==> config.mk <==
export PLATFORM = sky130hd
export DESIGN_NAME = alu_cmd_sequencer
export DESIGN_NICKNAME = d
export VERILOG_FILES = /design/src/rtl/alu_pkg.sv /design/src/rtl/alu_ref_model.sv /design/src/rtl/alu_cmd_sequencer.sv
export SDC_FILE = /design/constraint.sdc
export NUM_CORES = 1
export LEC_CHECK = 0
export CAP_MARGIN = 20
export CORE_UTILIZATION = 41
export DETAILED_ROUTE_END_ITERATION = 12
export GPL_TIMING_DRIVEN = 0
export PLACE_DENSITY = 0.85
export SYNTH_ARGS = -nofsm -noshare
export SYNTH_HDL_FRONTEND = slang
export SYNTH_SLANG_ARGS = --single-unit
==> constraint.sdc <==
create_clock -name clk -period 4.7 [get_ports clk]
set_clock_uncertainty 0.1 [all_clocks]
set_input_delay 1.41 -clock clk [delete_from_list [all_inputs] [get_ports clk]]
set_output_delay 1.41 -clock clk [all_outputs]
set_load 0.01 [all_outputs]
==> src/rtl/alu_pkg.sv <==
// -----------------------------------------------------------------------------
// alu_pkg
// Shared definitions for the ALU command sequencer:
//   - ALU opcode encodings (OP_PASS .. OP_INC) and the last legal opcode
//   - FSM state encoding for the sequencer
//   - ALU pipeline latencies (result after 1 edge, zero flag after 2 edges)
//   - is_legal_op(): true for opcodes 0000..0110
// -----------------------------------------------------------------------------
package alu_pkg;

  localparam logic [3:0] OP_PASS = 4'b0000;
  localparam logic [3:0] OP_ADD  = 4'b0001;
  localparam logic [3:0] OP_SUB  = 4'b0010;
  localparam logic [3:0] OP_SHL1 = 4'b0011;
  localparam logic [3:0] OP_SHL2 = 4'b0100;
  localparam logic [3:0] OP_SHR4 = 4'b0101;
  localparam logic [3:0] OP_INC  = 4'b0110;
  localparam logic [3:0] OP_LAST = 4'b0110;

  // Edges from the ALU sampling its inputs to each output being valid.
  localparam int ALU_OUT_LAT = 1;
  localparam int ALU_Z_LAT   = 2;

  typedef enum logic [2:0] {
    ST_IDLE   = 3'd0,
    ST_EXEC   = 3'd1,
    ST_WAIT_Z = 3'd2,
    ST_CAPT   = 3'd3,
    ST_DONE   = 3'd4
  } seq_state_e;

  function automatic logic is_legal_op(input logic [3:0] op);
    return (op <= OP_LAST);
  endfunction

endpackage

==> src/rtl/alu_ref_model.sv <==
// -----------------------------------------------------------------------------
// alu_ref_model
// Combinational model of the ALU opcode table, used by the sequencer's
// optional self-check to predict what the real ALU should return.
// Ports:
//   op     : opcode (OPW bits)
//   a, b   : operands (DWIDTH bits)
//   result : expected ALU output; 0 for any illegal opcode. Wraps mod 2^DWIDTH.
// -----------------------------------------------------------------------------
module alu_ref_model
  import alu_pkg::*;
#(
  parameter int DWIDTH = 16,
  parameter int OPW    = 4
) (
  input  logic [OPW-1:0]    op,
  input  logic [DWIDTH-1:0] a,
  input  logic [DWIDTH-1:0] b,
  output logic [DWIDTH-1:0] result
);

  always_comb begin
    // NOTE: every output of a combinational block gets a default first, so
    // no path through the case leaves it unassigned and no latch is inferred.
    result = '0;
    case (op)
      OP_PASS: result = a;
      OP_ADD:  result = a + b;
      OP_SUB:  result = a - b;
      OP_SHL1: result = a << 1;
      OP_SHL2: result = a << 2;
      OP_SHR4: result = a >> 4;
      OP_INC:  result = a + DWIDTH'(1);
      default: result = '0;
    endcase
  end

endmodule

==> src/rtl/alu_cmd_sequencer.sv <==
// -----------------------------------------------------------------------------
// alu_cmd_sequencer
// Accepts one ALU command per cmd valid/ready handshake, holds it on the ALU
// inputs while the registered ALU computes, captures result and zero flag,
// and returns them on a rsp valid/ready channel.
//   accept (E0) -> EXEC (ALU samples, E1) -> WAIT_Z (Z updates, E2)
//   -> CAPT (response registered, E3) -> DONE (wait for rsp_ready)
// Ports:
//   clk, rst                 : clock, synchronous active-high reset
//   cmd_valid/ready/op/a/b   : command channel (ready only in IDLE)
//   alu_operation/operand1/2 : registered drive to the ALU, stable until the
//                              next accept
//   alu_out, alu_z           : ALU result and zero flag
//   rsp_valid/ready/data/zero/err : response channel; err marks an opcode
//                              outside 0000..0110
// Build option: define ALU_SEQ_SELFCHECK_EN to add a reference model and a
// sticky selfcheck_fail output that flags ALU results disagreeing with it.
// -----------------------------------------------------------------------------
module alu_cmd_sequencer
  import alu_pkg::*;
#(
  parameter int DWIDTH = 16,
  parameter int OPW    = 4
) (
  input  logic              clk,
  input  logic              rst,
  input  logic              cmd_valid,
  output logic              cmd_ready,
  input  logic [OPW-1:0]    cmd_op,
  input  logic [DWIDTH-1:0] cmd_a,
  input  logic [DWIDTH-1:0] cmd_b,
  output logic [OPW-1:0]    alu_operation,
  output logic [DWIDTH-1:0] alu_operand1,
  output logic [DWIDTH-1:0] alu_operand2,
  input  logic [DWIDTH-1:0] alu_out,
  input  logic              alu_z,
  output logic              rsp_valid,
  input  logic              rsp_ready,
  output logic [DWIDTH-1:0] rsp_data,
  output logic              rsp_zero,
  output logic              rsp_err
`ifdef ALU_SEQ_SELFCHECK_EN
  ,
  output logic              selfcheck_fail
`endif
);

  seq_state_e        state_q,     state_d;
  logic [OPW-1:0]    alu_op_q,    alu_op_d;
  logic [DWIDTH-1:0] alu_a_q,     alu_a_d;
  logic [DWIDTH-1:0] alu_b_q,     alu_b_d;
  logic              illegal_q,   illegal_d;
  logic              rsp_valid_q, rsp_valid_d;
  logic [DWIDTH-1:0] rsp_data_q,  rsp_data_d;
  logic              rsp_zero_q,  rsp_zero_d;
  logic              rsp_err_q,   rsp_err_d;

  always_comb begin
    state_d     = state_q;
    alu_op_d    = alu_op_q;
    alu_a_d     = alu_a_q;
    alu_b_d     = alu_b_q;
    illegal_d   = illegal_q;
    rsp_valid_d = rsp_valid_q;
    rsp_data_d  = rsp_data_q;
    rsp_zero_d  = rsp_zero_q;
    rsp_err_d   = rsp_err_q;
    case (state_q)
      ST_IDLE: begin
        if (cmd_valid) begin
          // Illegal opcodes are still issued; the ALU answers 0 for them.
          alu_op_d  = cmd_op;
          alu_a_d   = cmd_a;
          alu_b_d   = cmd_b;
          illegal_d = !is_legal_op(4'(cmd_op));
          state_d   = ST_EXEC;
        end
      end
      ST_EXEC:   state_d = ST_WAIT_Z;
      ST_WAIT_Z: state_d = ST_CAPT;
      ST_CAPT: begin
        rsp_valid_d = 1'b1;
        rsp_data_d  = alu_out;
        rsp_zero_d  = alu_z;
        rsp_err_d   = illegal_q;
        state_d     = ST_DONE;
      end
      ST_DONE: begin
        if (rsp_ready) begin
          rsp_valid_d = 1'b0;
          state_d     = ST_IDLE;
        end
      end
      default: state_d = ST_IDLE;
    endcase
  end

  always_ff @(posedge clk) begin
    // NOTE: sequential state uses non-blocking assignments so every flop
    // samples its _d value from before the edge, independent of block order.
    if (rst) begin
      state_q     <= ST_IDLE;
      alu_op_q    <= '0;
      alu_a_q     <= '0;
      alu_b_q     <= '0;
      illegal_q   <= 1'b0;
      rsp_valid_q <= 1'b0;
      rsp_data_q  <= '0;
      rsp_zero_q  <= 1'b0;
      rsp_err_q   <= 1'b0;
    end else begin
      state_q     <= state_d;
      alu_op_q    <= alu_op_d;
      alu_a_q     <= alu_a_d;
      alu_b_q     <= alu_b_d;
      illegal_q   <= illegal_d;
      rsp_valid_q <= rsp_valid_d;
      rsp_data_q  <= rsp_data_d;
      rsp_zero_q  <= rsp_zero_d;
      rsp_err_q   <= rsp_err_d;
    end
  end

  assign cmd_ready     = (state_q == ST_IDLE);
  assign alu_operation = alu_op_q;
  assign alu_operand1  = alu_a_q;
  assign alu_operand2  = alu_b_q;
  assign rsp_valid     = rsp_valid_q;
  assign rsp_data      = rsp_data_q;
  assign rsp_zero      = rsp_zero_q;
  assign rsp_err       = rsp_err_q;

`ifdef ALU_SEQ_SELFCHECK_EN
  logic [DWIDTH-1:0] ref_result;
  logic [DWIDTH-1:0] exp_q, exp_d;
  logic              fail_q, fail_d;

  alu_ref_model #(.DWIDTH(DWIDTH), .OPW(OPW)) u_ref (
    .op     (alu_op_q),
    .a      (alu_a_q),
    .b      (alu_b_q),
    .result (ref_result)
  );

  always_comb begin
    exp_d  = exp_q;
    fail_d = fail_q;
    // Expected value is taken at E1, when the ALU samples the same inputs.
    if (state_q == ST_EXEC) exp_d = ref_result;
    if (state_q == ST_CAPT &&
        ((alu_out != exp_q) || (alu_z != (exp_q == '0)))) fail_d = 1'b1;
  end

  always_ff @(posedge clk) begin
    if (rst) begin
      exp_q  <= '0;
      fail_q <= 1'b0;
    end else begin
      exp_q  <= exp_d;
      fail_q <= fail_d;
    end
  end

  assign selfcheck_fail = fail_q;
`endif

endmodule

==> results_dict.tcl, run 1 <==
set metrics [dict create \
    drcViolationCount 0 \
    cts_tree "yes" \
    power_switching_uw 300.2 \
    grt_use_met2 0.3527 \
    die_area_sq_um 5427 \
    yosysWarnings 0 \
    rsz0062_at_grt "no" \
    wirelength_mm 5.548 \
    power_density_nw_per_um2 348.0 \
    clk-insertion-delay-late_ps 330 \
    synth_compound_area_frac 0.1474 \
    clockPowerShare 0.359 \
    sw_frac_of_total 0.2477 \
    vias_per_cell 4.710 \
    worst_pin_slew_ps 521.5 \
    die_h_um 73.67 \
    finalCritPeriodShare 0.6487 \
    finalNonFillerCells 452 \
    track_usage 0.2155 \
    synth_nets 317 \
    tns_ps 0 \
    synth_xor_area_frac 0.004159 \
    gr-usage-met3 0.09602 \
    ys_types 20 \
    finalMaxSlewViolations 0 \
    routabilityCongestion 0.7877 \
    wl_per_cell_um 12.27 \
    ios 113 \
    synth_mux_area_frac 0 \
    p_seq_frac 0.452 \
    grt_antenna_before_repair 0 \
    clock-sinks 59 \
    synth_area_leaders "dfxtp_1, nand2_1, a21oi_1" \
    core_sq_um 4817 \
    setup-violations-final 0 \
    internal_power_uw 911.6 \
    grt_max_degree 11 \
    maxCapViolations 0 \
    hold_viol_final 0 \
    holdBufCountCts 0 \
    ys_seq_elements 59 \
    cts-resized-gates 0 \
    grt-ovfl-total 0 \
    clk_pin_slew_ps 60 \
    status "finished, final reports clean" \
    synth-simple-area-share 0.2359 \
    vias 2129 \
    drive_gt1_frac 0.07273 \
    cp-end-kind "output pin" \
    vdd_drop_max_mv 0.2028 \
    die_x_um 73.67 \
    synth_top_family_by_area "simple AND/OR/NAND/NOR gates" \
    numPortBuffers 111 \
    syn2layout_area_growth_pct 65.36 \
    path_max_fanout 10 \
    grtUsageMet1 0.2333 \
    cp.required_ps 3190 \
    synth.avg_cell_area_sq_um 8.099 \
    drtPass1Iterations 6 \
    diodes 0 \
    ant_nets 0 \
    power_frac_comb 0.189 \
    row_count 25 \
    syn-instance-count 260 \
    initial_core_util 0.4371 \
    busiest_layer "met2" \
    setup_slack_ps 1651 \
    post-cts-setup-buffers 0 \
    crit_path_start_kind "register" \
    leakage_uw 0.001273 \
    worstPathArrival_ps 1540 \
    cts-buffers-inserted 9 \
    cts_max_level 3 \
    clk_path_buf_depth 2 \
    syn_area_sq_um 2106 \
    place_hpwl_mm 4.098 \
    pre_cts_ws_ps 1543 \
    max_freq_mhz 328.0 \
    worst_hold_path_type "register to register" \
    path_class "register to output pin" \
    post-place-cells 438 \
    drt_iter0_markers 76 \
    relSlewSlack 0.6508 \
    grt_pass1_vias 2022 \
    ys_seq_area_frac 0.5609 \
    grt_pass1_wl_mm 8.638 \
    root_buffer "clkbuf_8" \
    synthAdderAreaFrac 0 \
    nNetsFinal 439 \
    synth_top_area_frac 0.5609 \
    period_needed_ps 3049 \
    yosys.area.top_type "dfxtp_1" \
]
cell usage after synthesis (all sizes together):
| library cell | count |
|---|---|
| and3b | 1 |
| nor4 | 1 |
| dfxtp | 59 |
| nor4b | 1 |
| nor3 | 3 |
| or4b | 1 |
| clkbuf | 8 |
| nand2 | 108 |
| o31ai | 1 |
| xnor2 | 1 |
| buf | 12 |
| nand3 | 1 |
| a211oi | 1 |
| inv | 1 |
| nand3b | 1 |
| a311oi | 1 |
| a21oi | 56 |
| nor2 | 3 |
cells by family after synthesis:
| logic type | Yosys count |
|---|---|
| AND/OR/NAND/NOR | 120 |
| buffers and inverters | 21 |
| XOR/XNOR | 1 |
| flip-flops | 59 |
| AO/OA/AOI/OAI | 59 |
sequential cells by signal, indices dropped and copies added (netlist names):
name and cells:
rsp_zero 1, rsp_valid 1, state_q 3, illegal_q 1
alu_operand2 16, rsp_err 1, alu_operand1 16, alu_operation 4
rsp_data 16
critical path, stage by stage, from the launching register on:
cell and delay (ps):
dfxtp_1 300, buf_4 170, nor3_1 180, clkdlybuf4s50_1 560
metrics by stage:
step	utilization	cell area, sq um	total power, uW	hold WS (ps)
after floorplan	-	2106	659.8	332.3
after global placement	0.6852	3301	784.3	340.0
after detailed placement	0.6852	3301	788.8	345.5
after CTS	0.7229	3482	1223	354.0
after global routing	0.7229	3482	1265	366.5
final	0.7229	3482	1212	350.1
power by group through the flow:
stage / Clock (uW) / Sequential [uW] / Combinational [uW]
after global routing: 463 / 551 / 251
final: 435 / 548 / 229
after floorplan: 0 / 572 / 87.6
after global placement: 0 / 558 / 227
after CTS: 444 / 548 / 231
after detailed placement: 0 / 559 / 230
worst paths after layout:
check | startpoint | endpoint | slack (ps) | cells after the start
max | state_q[0] | cmd_ready | 1650 | 3
min | rsp_data[4] | rsp_data[4] | 350 | 2
max reg2reg | state_q[0] | alu_operand2[1] | 2990 | 6
min reg2reg | rsp_data[4] | rsp_data[4] | 350 | 2
cell usage in the layout (no fill, tap or decap), types with 2 or more instances in the layout:
cell type / n
clkdlybuf4s50_1: 111
buf_2: 9
a21oi_1: 56
clkbuf_1: 9
nor3_1: 3
clkinv_2: 2
nor2_1: 3
nand2_1: 108
buf_6: 2
clkbuf_8: 10
dfxtp_1: 59
layout make-up:
type / count / area, sq um
flip-flops and latches: 59 / 1181
clock buffers: 11 / 141.4
plain buffers: 20 / 105.1
multi-input cells: 180 / 815.8
clock inverters: 3 / 40.04
inverters: 1 / 3.754
fillers: 416 / 1335
well taps: 67 / 83.83
repair buffers: 111 / 1111
per-layer routing:
layer / wire (um) / vias up
met5: 0 / -
met4: 95 / 0
met3: 603 / 9
met2: 2571 / 97
met1: 2277 / 937
li1: - / 1086
Power figures use the tool's default switching activity.
==> run 2: changes to the inputs <==
- CORE_UTILIZATION: 41 -> 38
- PLACE_DENSITY: 0.85 -> 0.79
- clock period: 4.7 -> 3 ns (I/O delays scaled with it)
==> results_dict.tcl, run 2 (synthesis results as in run 1) <==
set metrics [dict create \
    die_h_um 76.44 \
    holdBufCountCts 0 \
    setup_slack_ps 481.0 \
    tns_ps 0 \
    crit_path_start_kind "register" \
    r2r-end "alu_operand1[4]" \
    layout_common_cells "clkdlybuf4s50_1, nand2_1, dfxtp_1, a21oi_1" \
    clock-sinks 59 \
    vdd_drop_max_mv 0.3151 \
    grt_max_degree 11 \
    post-cts-setup-buffers 0 \
    final_common_cell "clkdlybuf4s50_1" \
    whs_path_depth 2 \
    grt_antenna_before_repair 0 \
    routabilityCongestion 0.7818 \
    worstPathArrival_ps 1520 \
    cts-buffers-inserted 9 \
    worstHoldStart "alu_operand2[11]" \
    syn2layout_area_growth_pct 64.53 \
    worst_hold_path_type "register to register" \
    finalCritPeriodShare 0.8397 \
    path_class "register to output pin" \
    vias 2115 \
    drive_gt1_frac 0.07254 \
    finalNonFillerCells 456 \
    hold_end "alu_operand2[11]" \
    clk_pin_slew_ps 60 \
    leakage_uw 0.001264 \
    clk_path_buf_depth 2 \
    track_usage 0.1990 \
    setup-violations-final 0 \
    cts_max_level 3 \
    worst_pin_slew_ps 533.4 \
    r2r-start "state_q[0]" \
    root_buffer "clkbuf_8" \
    place_hpwl_mm 4.081 \
    core_sq_um 5238 \
    drt_iter0_markers 70 \
    r2r_cells 5 \
    drtPass1Iterations 4 \
    die_x_um 76.44 \
    row_count 26 \
    grt_pass1_wl_mm 9.294 \
    cp-end-kind "output pin" \
    cts-resized-gates 0 \
    path_max_fanout 10 \
    period_needed_ps 2519 \
    status "finished, final reports clean" \
    maxCapViolations 0 \
    rsz0062_at_grt "no" \
    rrSetupSlack_ps 1300 \
    n_fill_cell 470 \
    cp.required_ps 2000 \
    grt-ovfl-total 0 \
    vias_per_cell 4.638 \
    ant_nets 0 \
    die_area_sq_um 5843 \
    pre_cts_ws_ps 341.5 \
    power_density_nw_per_um2 523.5 \
    wirelength_mm 5.513 \
    hold_viol_final 0 \
    diodes 0 \
    ios 113 \
    numPortBuffers 111 \
    max_freq_mhz 397.0 \
    post-place-cells 441 \
    relSlewSlack 0.6429 \
    drcViolationCount 0 \
    nNetsFinal 439 \
    grt_pass1_vias 2009 \
    finalMaxSlewViolations 0 \
    clk-insertion-delay-late_ps 320 \
    wl_per_cell_um 12.09 \
    initial_core_util 0.4021 \
    cts_tree "yes" \
]
## run 2: metrics by stage
stage,hold slack (ps),total power [uW],utilization,area (sq um)
5_1_grt,364.7,1915,0.6615,3465
6_report,352.5,1814,0.6615,3465
4_1_cts,355.0,1837,0.6615,3465
3_5_place_dp,346.8,1237,0.6309,3304
3_3_place_gp,341.0,1229,0.6309,3304
2_1_floorplan,332.3,1034,-,2106
## run 2: how the worst max path moves through the flow
stage / from / end / slack, ps / depth (start not counted)
after global placement: cmd_valid / alu_operand2[4] / 410 / 6
final: state_q[0] / cmd_ready / 480 / 3
after global routing: state_q[0] / cmd_ready / 430 / 3
after detailed placement: cmd_valid / alu_operand2[0] / 340 / 5
after CTS: state_q[0] / cmd_ready / 470 / 3
after floorplan: cmd_valid / illegal_q / 1010 / 4
## run 2: report_power, final
group / internal, uW / leakage [uW] / switching (uW)
combinational: 199 / 0.000697 / 159
clock: 314 / 0.0000860 / 283
sequential: 835 / 0.000482 / 24.0
total: 1350 / 0.00126 / 466
## run 2: metal layers
layer  track usage  share of wire  vias up  wire (um)
met1        0.2387           0.46      936       2512
met2        0.3225           0.44       86       2447
li1              -              -     1084          -
met4       0.08654          0.017        0         91
met3       0.06707          0.084        9        461
met5             0              0        -          0
## run 2: cell type report
| cell class | count | area, sq um | share of cell area |
|---|---|---|---|
| multi-input cells | 180 | 815.8 | 0.2355 |
| clock buffers | 12 | 145.1 | 0.04189 |
| inverters | 1 | 3.754 | 0.001083 |
| plain buffers | 20 | 105.1 | 0.03034 |
| flip-flops and latches | 59 | 1181 | 0.3409 |
| clock inverters | 3 | 15.01 | 0.004334 |
| repair buffers | 111 | 1111 | 0.3207 |
| well taps | 70 | 87.58 | 0.02528 |
## run 2: worst max-delay path, cell delays in order, from the launching register on
cell and delay, ps:
dfxtp_1 300, buf_4 160, nor3_1 170, clkdlybuf4s50_1 560
==> run 3: changes to the inputs <==
- CORE_UTILIZATION: 38 -> 35
- PLACE_DENSITY: 0.79 -> 0.77
- clock period: 3 -> 2.1 ns (I/O delays scaled with it)
==> results_dict.tcl, run 3 (synthesis results as in run 1) <==
set metrics [dict create \
    status "finished, final reports clean" \
    holdBufCountCts 0 \
    multi_input_area_sq_um 815.8 \
    p_seq_frac 0.400 \
    hold_viol_final 0 \
    setup_slack_ps 116.4 \
    layout_common_cells "clkdlybuf4s50_1, nand2_1, dfxtp_1, a21oi_1, clkbuf_8" \
    finalNonFillerCells 462 \
    core_sq_um 5642 \
    clock-sinks 59 \
    power_frac_comb 0.170 \
    vias 2160 \
    grt-ovfl-total 0 \
    wirelength_mm 5.689 \
    place_hpwl_mm 4.065 \
    hold_end "alu_operand1[10]" \
    vdd_drop_max_mv 0.4582 \
    worst_pin_slew_ps 551.4 \
    internal_power_uw 2367 \
    worst_hold_path_type "register to register" \
    tns_ps 0 \
    leakage_uw 0.001326 \
    crit_path_start_kind "input port" \
    die_h_um 79.57 \
    n_fill_cell 493 \
    power_density_nw_per_um2 854.2 \
    r2r-end "alu_operand1[4]" \
    grt_antenna_before_repair 0 \
    drive_gt1_frac 0.08718 \
    nNetsFinal 442 \
    initial_core_util 0.3733 \
    vias_per_cell 4.675 \
    cts_max_level 3 \
    grt_max_degree 11 \
    cp.required_ps 2210 \
    relSlewSlack 0.6324 \
    p_total_uw 3065 \
    power_switching_uw 698.3 \
    drt_iter0_markers 39 \
    die_area_sq_um 6331 \
    path_max_fanout 10 \
    finalMaxSlewViolations 0 \
    finalCritPeriodShare 0.9446 \
    clk-insertion-delay-late_ps 330 \
    cp_num_buf_inv 3 \
    routabilityCongestion 0.6959 \
    max_freq_mhz 504.1 \
    pre_cts_ws_ps -249.1 \
    crit_family "buffers and inverters" \
    cp-end-kind "register" \
    worstPathArrival_ps 2090 \
    cts_tree "yes" \
    cp_slowest_stage_delay_ps 500 \
    syn2layout_area_growth_pct 70.41 \
    die_x_um 79.57 \
    row_count 27 \
    whs_path_depth 2 \
    numPortBuffers 111 \
    final_common_cell "clkdlybuf4s50_1" \
    clk_path_buf_depth 2 \
    grt_pass1_vias 2052 \
    post-place-cells 443 \
    clockPowerShare 0.430 \
    clk_pin_slew_ps 70 \
    cts-buffers-inserted 9 \
    maxCapViolations 0 \
    wl_per_cell_um 12.31 \
    r2r-start "state_q[0]" \
    seqCellArea_sq_um 1181 \
    track_usage 0.1931 \
    sw_frac_of_total 0.2278 \
    period_needed_ps 1984 \
    rrSetupSlack_ps 400 \
    crit_slowest_cell "clkdlybuf4s50_1" \
    drcViolationCount 0 \
    ant_nets 0 \
    drtPass1Iterations 4 \
    worstHoldStart "alu_operand1[10]" \
    grt_pass1_wl_mm 9.259 \
    path_class "input port to register" \
    setup-violations-final 0 \
    crit_start "cmd_valid" \
    diodes 0 \
    r2r_cells 6 \
    ios 113 \
    rsz0062_at_grt "no" \
    root_buffer "clkbuf_8" \
    critical_path.cell_chain "clkdlybuf4s50_1 -> or4b_4 -> buf_6 -> buf_2 -> nand2_1 -> a21oi_1" \
]
-- run 3: cell type report --
class                   instances  area share
repair buffers                114      0.3156
flip-flops and latches         59      0.3291
well taps                      72     0.02510
plain buffers                  20     0.02929
clock inverters                 4     0.02650
inverters                       1    0.001046
multi-input cells             180      0.2273
clock buffers                  12     0.04603
-- run 3: worst min-delay path, stage by stage, from the launching register on --
cell and delay, ps:
dfxtp_1 310, nand2_1 50, a21oi_1 50
-- run 3: worst max-delay path by stage --
stage	slack, ps	end	cells past startpoint
2_1_floorplan	380	illegal_q	4
3_3_place_gp	-220	alu_operand2[0]	6
3_5_place_dp	-250	alu_operand1[4]	6
4_1_cts	110	cmd_ready	3
5_1_grt	40	alu_operand2[15]	6
6_report	120	alu_operand1[4]	6
-- run 3: metrics by stage --
step	area, sq um	utilization	hold WS [ps]
global placement	3307	0.5862	340.7
detailed placement	3307	0.5862	346.1
floorplan	2106	-	332.3
finish	3588	0.6361	352.8
global route	3588	0.6361	370.5
CTS	3566	0.6321	354.7
-- run 3: timing repair --
| item | in CTS | in global routing |
|---|---|---|
| hold endpoints to repair | 0 | 0 |
| gates resized for setup | 1 | 0 |
| endpoints found under the setup margin | 1 | 2 |
| setup buffers | 0 | 3 |
-- run 3: metal layers --
metal / global-route usage / wire [um] / vias to the layer above
met1: 0.2167 / 2424 / 977
met3: 0.07200 / 528 / 11
met2: 0.3197 / 2627 / 82
met5: 0 / 0 / -
met4: 0.09455 / 108 / 0
li1: - / - / 1090
-- run 3: power groups by stage --
stage               Sequential (uW)  Combinational (uW)  Clock [uW]
floorplan                      1280                 196           0
global placement               1250                 508           0
detailed placement             1250                 516           0
CTS                            1230                 516        1350
global route                   1230                 575        1400
finish                         1230                 522        1320
